### config.mk
export PLATFORM = sky130hd
export DESIGN_NAME = alu_result_queue
export DESIGN_NICKNAME = d
export VERILOG_FILES = /design/src/rtl/alu_result_queue.sv
export SDC_FILE = /design/constraint.sdc
export NUM_CORES = 1
export LEC_CHECK = 0
export ABC_AREA = 1
export BUFFER_PORTS_ARGS = -buffer_cell sky130_fd_sc_hd__buf_2
export CORE_MARGIN = 3
export CORE_UTILIZATION = 54
export CTS_BUF_LIST = sky130_fd_sc_hd__clkbuf_8
export DETAILED_ROUTE_END_ITERATION = 8
export PLACE_DENSITY = 0.78
export SLEW_MARGIN = 0
export SYNTH_ARGS = -nofsm -noshare
export SYNTH_HDL_FRONTEND = slang
export SYNTH_SLANG_ARGS = --single-unit
### constraint.sdc
create_clock -name clock -period 2.91 [get_ports clock]
set_input_delay 0.4365 -clock clock [delete_from_list [all_inputs] [get_ports clock]]
set_output_delay 0.4365 -clock clock [all_outputs]
set_load 0.02 [all_outputs]
### src/rtl/alu_result_queue.sv
// alu_result_queue: FIFO holding integer-ALU results (physical destination tag
// and 32-bit value) until the CDB arbiter grants a broadcast slot.
// Optional macro ALU_RQ_BYPASS_EN: lets a result arriving at an empty queue
// reach the outputs in the same cycle and skip storage when granted at once.
//
// Handshake: a transfer happens on a rising edge when valid and ready are both
// high in the cycle before it. Upstream, in_valid && in_ready enqueues, and
// in_ready depends only on registered occupancy. Downstream, out_valid &&
// cdb_grant dequeues, and a grant with out_valid low is ignored. squash
// discards everything, including any same-cycle transfer. reset overrides squash.

`ifndef PHYS_REG_BITS
`define PHYS_REG_BITS 6
`endif

module alu_result_queue #(
    parameter int DEPTH    = 4,
    parameter int CNT_BITS = $clog2(DEPTH) + 1
) (
    input  logic                      clock,
    input  logic                      reset,
    input  logic                      squash,
    input  logic                      in_valid,
    input  logic [`PHYS_REG_BITS-1:0] in_dest_tag,
    input  logic [31:0]               in_value,
    output logic                      in_ready,
    input  logic                      cdb_grant,
    output logic                      out_valid,
    output logic [`PHYS_REG_BITS-1:0] out_dest_tag,
    output logic [31:0]               out_value,
    output logic [CNT_BITS-1:0]       count
);

    localparam int PTR_BITS = $clog2(DEPTH);
    localparam logic [CNT_BITS-1:0] FULL_CNT = CNT_BITS'(DEPTH);

    // Entry storage; contents are don't-care outside the occupied window.
    logic [`PHYS_REG_BITS-1:0] tag_q [DEPTH];
    logic [31:0]               value_q [DEPTH];

    logic [PTR_BITS-1:0] head_q, head_d;
    logic [PTR_BITS-1:0] tail_q, tail_d;
    logic [CNT_BITS-1:0] count_q, count_d;

    logic stored_valid;
    logic bypass_take;
    logic enq;
    logic deq;

    assign stored_valid = (count_q != '0);
    assign in_ready     = (count_q != FULL_CNT);
    assign count        = count_q;

`ifdef ALU_RQ_BYPASS_EN
    logic bypass_hit;

    // A result arriving at an empty queue is offered to the CDB directly.
    assign bypass_hit  = !stored_valid && in_valid && !squash && !reset;
    // Granted in the same cycle: consumed without ever being stored.
    assign bypass_take = bypass_hit && cdb_grant;

    // Head entry when one is stored, otherwise the bypassed input, otherwise 0.
    always_comb begin
        out_valid    = 1'b0;
        out_dest_tag = '0;
        out_value    = '0;
        if (stored_valid) begin
            out_valid    = 1'b1;
            out_dest_tag = tag_q[head_q];
            out_value    = value_q[head_q];
        end else if (bypass_hit) begin
            out_valid    = 1'b1;
            out_dest_tag = in_dest_tag;
            out_value    = in_value;
        end
    end
`else
    assign bypass_take = 1'b0;

    // Head entry when valid, zeros when the queue is empty.
    always_comb begin
        out_valid    = stored_valid;
        out_dest_tag = '0;
        out_value    = '0;
        if (stored_valid) begin
            out_dest_tag = tag_q[head_q];
            out_value    = value_q[head_q];
        end
    end
`endif

    // Dequeue only stored entries; a bypassed result never occupies a slot.
    assign enq = in_valid && in_ready && !bypass_take;
    assign deq = cdb_grant && stored_valid;

    // Next pointer and occupancy values for the normal (non-squash) case.
    always_comb begin
        head_d  = head_q;
        tail_d  = tail_q;
        count_d = count_q;
        if (enq) begin
            tail_d = tail_q + PTR_BITS'(1);
        end
        if (deq) begin
            head_d = head_q + PTR_BITS'(1);
        end
        case ({enq, deq})
            2'b10:   count_d = count_q + CNT_BITS'(1);
            2'b01:   count_d = count_q - CNT_BITS'(1);
            default: count_d = count_q;
        endcase
    end

    // Pointer/occupancy registers: reset beats squash beats normal traffic.
    always_ff @(posedge clock) begin
        if (reset || squash) begin
            head_q  <= '0;
            tail_q  <= '0;
            count_q <= '0;
        end else begin
            head_q  <= head_d;
            tail_q  <= tail_d;
            count_q <= count_d;
        end
    end

    // Write the arriving result at the tail; storage itself needs no reset.
    always_ff @(posedge clock) begin
        if (enq && !squash && !reset) begin
            tag_q[tail_q]   <= in_dest_tag;
            value_q[tail_q] <= in_value;
        end
    end

endmodule

Word-level counts from Yosys, hierarchy flattened
Memories as Yosys holds them, arrays and structs flattened. A register that Yosys moved wholly into a read port is not among the register bits.
Index checks and enable logic that the tools add are counted.
{"block": "totals", "n_memories": 2, "reg_bits": 7, "mem_bits_rw": 152, "output_inout_bits": 43, "elab_cells": 30, "in_bits": 43}
{"block": "classes", "n_eq_ne": 3, "n_reduce_logical": 9, "mux": 9, "add_sub_neg": 4}
{"name": "value_q", "words": 4, "width": 32, "rd": 1, "rd_ports_with_merged_regs": 1, "wr": 1, "line": "39", "source": "logic [31:0] value_q [DEPTH];"}
{"name": "tag_q", "words": 4, "width": 6, "rd": 1, "rd_ports_with_merged_regs": 1, "wr": 1, "line": "38", "source": "logic [`PHYS_REG_BITS-1:0] tag_q [DEPTH];"}
{"cell": "$mux 32", "count": 1}
{"cell": "$mux 2", "count": 4}
{"cell": "$mux 6", "count": 1}
{"cell": "$pmux 3 s2", "count": 1}
{"cell": "$add 2x1->2 const B", "count": 2}
{"cell": "$logic_and 1x1->1", "count": 4}
{"cell": "$add 3x1->3 const B", "count": 1}
{"cell": "$ne 3x3->1 const B", "count": 1}
{"cell": "$reduce_bool 3->1", "count": 1}
{"cell": "$sub 3x1->3 const B", "count": 1}
{"cell": "$eq 2x1->1 const B", "count": 1}
{"cell": "$eq 2x2->1 const B", "count": 1}
{"cell": "$logic_not 1->1", "count": 2}
{"cell": "$mux 1", "count": 2}
{"cell": "$reduce_bool 2->1", "count": 1}
{"cell": "$logic_or 1x1->1", "count": 1}

Longest topological paths before layout
{"block": "logic_depth", "depth_word": 6, "ltp_mapped": 13, "mapped_depth_nobuf": 13}

Worst setup path after synthesis
No wires, ideal clock.
{"block": "synth_path", "path_type": "flip-flop to flip-flop", "startpoint": "register count_q[1] (netlist: count[1])", "endpoint": "memory tag_q[0][0] (netlist bit), enable pin", "arrival_time_ns": 2.543, "synth_period_minus_slack_ns": 2.976, "path_slack_ns": -0.066, "setup_time_ns": 0.433, "required_time_ns": 2.477, "path_stages_with_launch": 5, "n_path_buf": 0, "cell_sequence": "dfxtp_1 > nor2_2 > a21boi_1 > nand2_1 > nor2_1"}
{"block": "synth_via", "elab_chain_cells": 6}
{"item": "start: declaration", "line": "43", "source": "logic [CNT_BITS-1:0] count_q, count_d;"}
{"item": "start signal: assignment", "line": "123", "source": "count_q <= count_d;"}
{"item": "$ne 3x3->1", "line": "51", "source": "assign in_ready = (count_q != FULL_CNT);"}
{"item": "$logic_and 1x1->1", "line": "93", "source": "assign enq = in_valid && in_ready && !bypass_take;"}
{"item": "$logic_and 1x1->1 (2 in a row)", "line": "129", "source": "if (enq && !squash && !reset) begin"}
{"item": "$mux 1", "line": "129"}
{"item": "$mux 1 (implied by the code)", "line": "130", "source": "tag_q[tail_q] <= in_dest_tag;"}
{"item": "end: declaration", "line": "38"}
Every way passes these cells.

==> impl_metrics.csv <==
group,metric,value,unit
placed_design,post_dp_cell_area,6960,µm²
power_and_ir_drop,leakagePower,0.00267,µW
floorplanning,core,11500,µm²
floorplanning,die_x,115,µm
cells_and_area,layout.nets,654,
routing,vias_per_cell,5.42,
global_route,groute.usage.overall,0.195,
routing,routed_wl,12600,µm
synth,syn_inst,523,
clock_tree,ctsLongestPathBuffers,2,
cells_and_area,drive_above_1_share,0.212,
hold_path,holdPathEnd,"value_q[3][7]$_DFFE_PP_",
synth,syn-num-nets,572,
clock_tree,cts_tree,"done",
critical_path,timing.rr.end,"value_q[1][11]$_DFFE_PP_",
timing,setup_viol,0,
routing,routed-via-count,4122,
floorplanning,die_h,115,µm
clock_tree,clkTransAtPathRegs,80,ps
global_route,grt_pass1_vias,3993,
placed_design,gp_congestion,0.812,
clock_tree,post_cts_buffers,0,
timing,fin_crit_sh,0.919,
floorplanning,start_util,0.558,
placed_design,port_buffers,85,
floorplanning,row_count,39,
clock_tree,htreeDepth,4,
run_status,status,"complete, no violations",
cells_and_area,fin_area,7320,µm²
global_route,grt_pass1_wl,19700,µm
critical_path,crit_required,2470,ps
power_and_ir_drop,vdd_drop_max,0.338,mV
timing,finalMaxSlewViolations,0,
cells_and_area,antenna_cells,0,
clock_tree,post_cts_resized,0,
run,max_cap_violations,0,
routing,drc_errors,0,
routing,drt_iter0_drc,363,
routing,routedWlPerCell,16.6,µm
hold_path,min_path_type,"primary input to register",
synth,ys_types,24,
clock_tree,cts_sinks,161,
clock_tree,cts_made_buffers,17,
critical_path,crit_arrival,2240,ps
cells_and_area,final_common_cell,"nor2_1",
timing,fin_skew,8.00,ps
floorplanning,die_area,13300,µm²
clock_tree,postCtsHoldBufs,0,
critical_path,crit_fanout,38,
timing,fin_crit,2670,ps
hold_path,whs_path_depth,1,
timing,timing.slew.headroom,0.476,
synth,ys_ff_latch,161,
cells_and_area,fillCellCount,859,
floorplanning,ioPinCount,86,
clock_tree,cts-root-buf,"clkbuf_8",
critical_path,regToRegStartpoint,"count[1]$_SDFFE_PP0P_",
global_route,overflow,0,
critical_path,rr_worst_depth,5,
timing,final_hold_viol_count,0,
routing,drt_first_pass_iters,4,
global_route,grt_max_degree,77,
routing,ant_nets,0,
global_route,antenna_found_initial,1,
synth,yosys_warnings,0,
clock_tree,clkLatencyLatePin,430,ps
power_and_ir_drop,power.density,592,nW/µm²
synth,netlist_area,6430,µm²
synth,avgSynthCellArea,12.3,µm²
timing,max_freq,374,MHz
critical_path,critical_path_class,"register to output port",
hold_path,hp-start,"in_value[7]",
placed_design,place_worst_setup_slack,672,ps
critical_path,critPathLaunchType,"register",
cells_and_area,mostFrequentLayoutCells,"nor2_1 (162), edfxtp_1 (152), buf_2 (85), a21oi_1 (41), o21ai_0 (40)",
placed_design,dpl.hpwl,7300,µm
synth,synth-seq-area-share,0.738,
timing,tightestPinTransition,785,ps
timing,setup_slack,237,ps
cells_and_area,area_delta_synth_final,13.8,%
critical_path,cp-end-kind,"output port",
timing,grt_setup_unrepaired,"false",
critical_path,reg2reg_slack,920,ps
## critical path, stage by stage (launching register included)
cell,delay [ps]
dfxtp_2,580
buf_4,460
nor2_1,90
nor2_1,100
o21ai_0,90
a21oi_1,250
buf_2,220
## synth_stat cells
master | instances | area (µm²)
inv_1 | 17 | 63.8
nand3b_1 | 1 | 7.51
nor2_2 | 1 | 6.26
o21ai_0 | 40 | 200
buf_2 | 7 | 35.0
edfxtp_1 | 152 | 4560
buf_1 | 1 | 3.75
nor2_1 | 166 | 623
inv_2 | 2 | 7.51
fa_1 | 1 | 20.0
inv_4 | 1 | 6.26
buf_12 | 1 | 20.0
a21oi_1 | 41 | 205
a21boi_1 | 1 | 7.51
ha_1 | 5 | 62.6
nand2_2 | 1 | 6.26
buf_6 | 6 | 67.6
buf_4 | 7 | 52.6
o21ai_1 | 38 | 190
clkbuf_1 | 5 | 18.8
nand3_1 | 4 | 20.0
nand2_1 | 14 | 52.6
dfxtp_1 | 9 | 180
clkbuf_2 | 2 | 10.0
## cell type report
type / count / area [µm²] / share of cell area
inverter: 20 / 77.6 / 0.0106
tap: 143 / 179 / 0.0244
clock inverter: 15 / 124 / 0.0169
sequential: 161 / 4750 / 0.648
timing repair buffer: 92 / 528 / 0.0721
clock buffer: 17 / 234 / 0.0320
multi-input combinational: 313 / 1430 / 0.196
## metrics by stage
stage | util | hold WS [ps] | total power (µW) | instances | setup TNS [ps]
finish | 0.636 | 214 | 4330 | 761 | 0
detailed placement | 0.605 | 492 | 2950 | 729 | 0
CTS | 0.636 | 193 | 4370 | 761 | 0
floorplan | - | 460 | 2820 | 523 | -10010
global placement | 0.605 | 470 | 2940 | 729 | 0
global route | 0.636 | 196 | 4500 | 761 | 0
## routing by layer
layer  routed length, µm  share of wire  up-vias  track usage
met1                5310           0.42     1967        0.258
met2                6160           0.49      156        0.313
li1                    -              -     1982            -
met3                 986          0.078       15       0.0579
met5                  13         0.0010        -            0
met4                 164          0.013        2       0.0681
## flip-flops by register name, indices dropped and copies added, names as in the netlist, named ones only
| name | count |
|---|---|
| tag_q | 24 |
| tail_q | 2 |
| head_q | 2 |
| count | 3 |
| value_q | 128 |
## kinds of logic after synthesis
group,after synthesis,synth area share
flops,161,0.738
compound gates,120,0.0938
simple gates,187,0.111
fa+ha+maj,6,0.0128
buf+inv,49,0.0444
## worst max-delay path by stage
stage                           from                 endpoint  slack, ps  cells after the start
6_report                    register          out_dest_tag[4]        240                      6
5_1_grt                     register            out_value[21]         50                      6
4_1_cts                     register          out_dest_tag[4]        210                      6
3_5_place_dp                  squash  value_q[1][8]$_DFFE_PP_        670                      5
3_3_place_gp                register          out_dest_tag[4]        740                      6
2_1_floorplan  count[1]$_SDFFE_PP0P_    tag_q[0][0]$_DFFE_PP_        -70                      4
## where the power goes
group / switching (µW) / total, µW / internal (µW)
clock: 771 / 1440 / 664
combinational: 230 / 326 / 95.8
sequential: 12.2 / 2570 / 2560
total: 1010 / 4330 / 3320
Note: power is estimated with default switching activity, not from simulation.
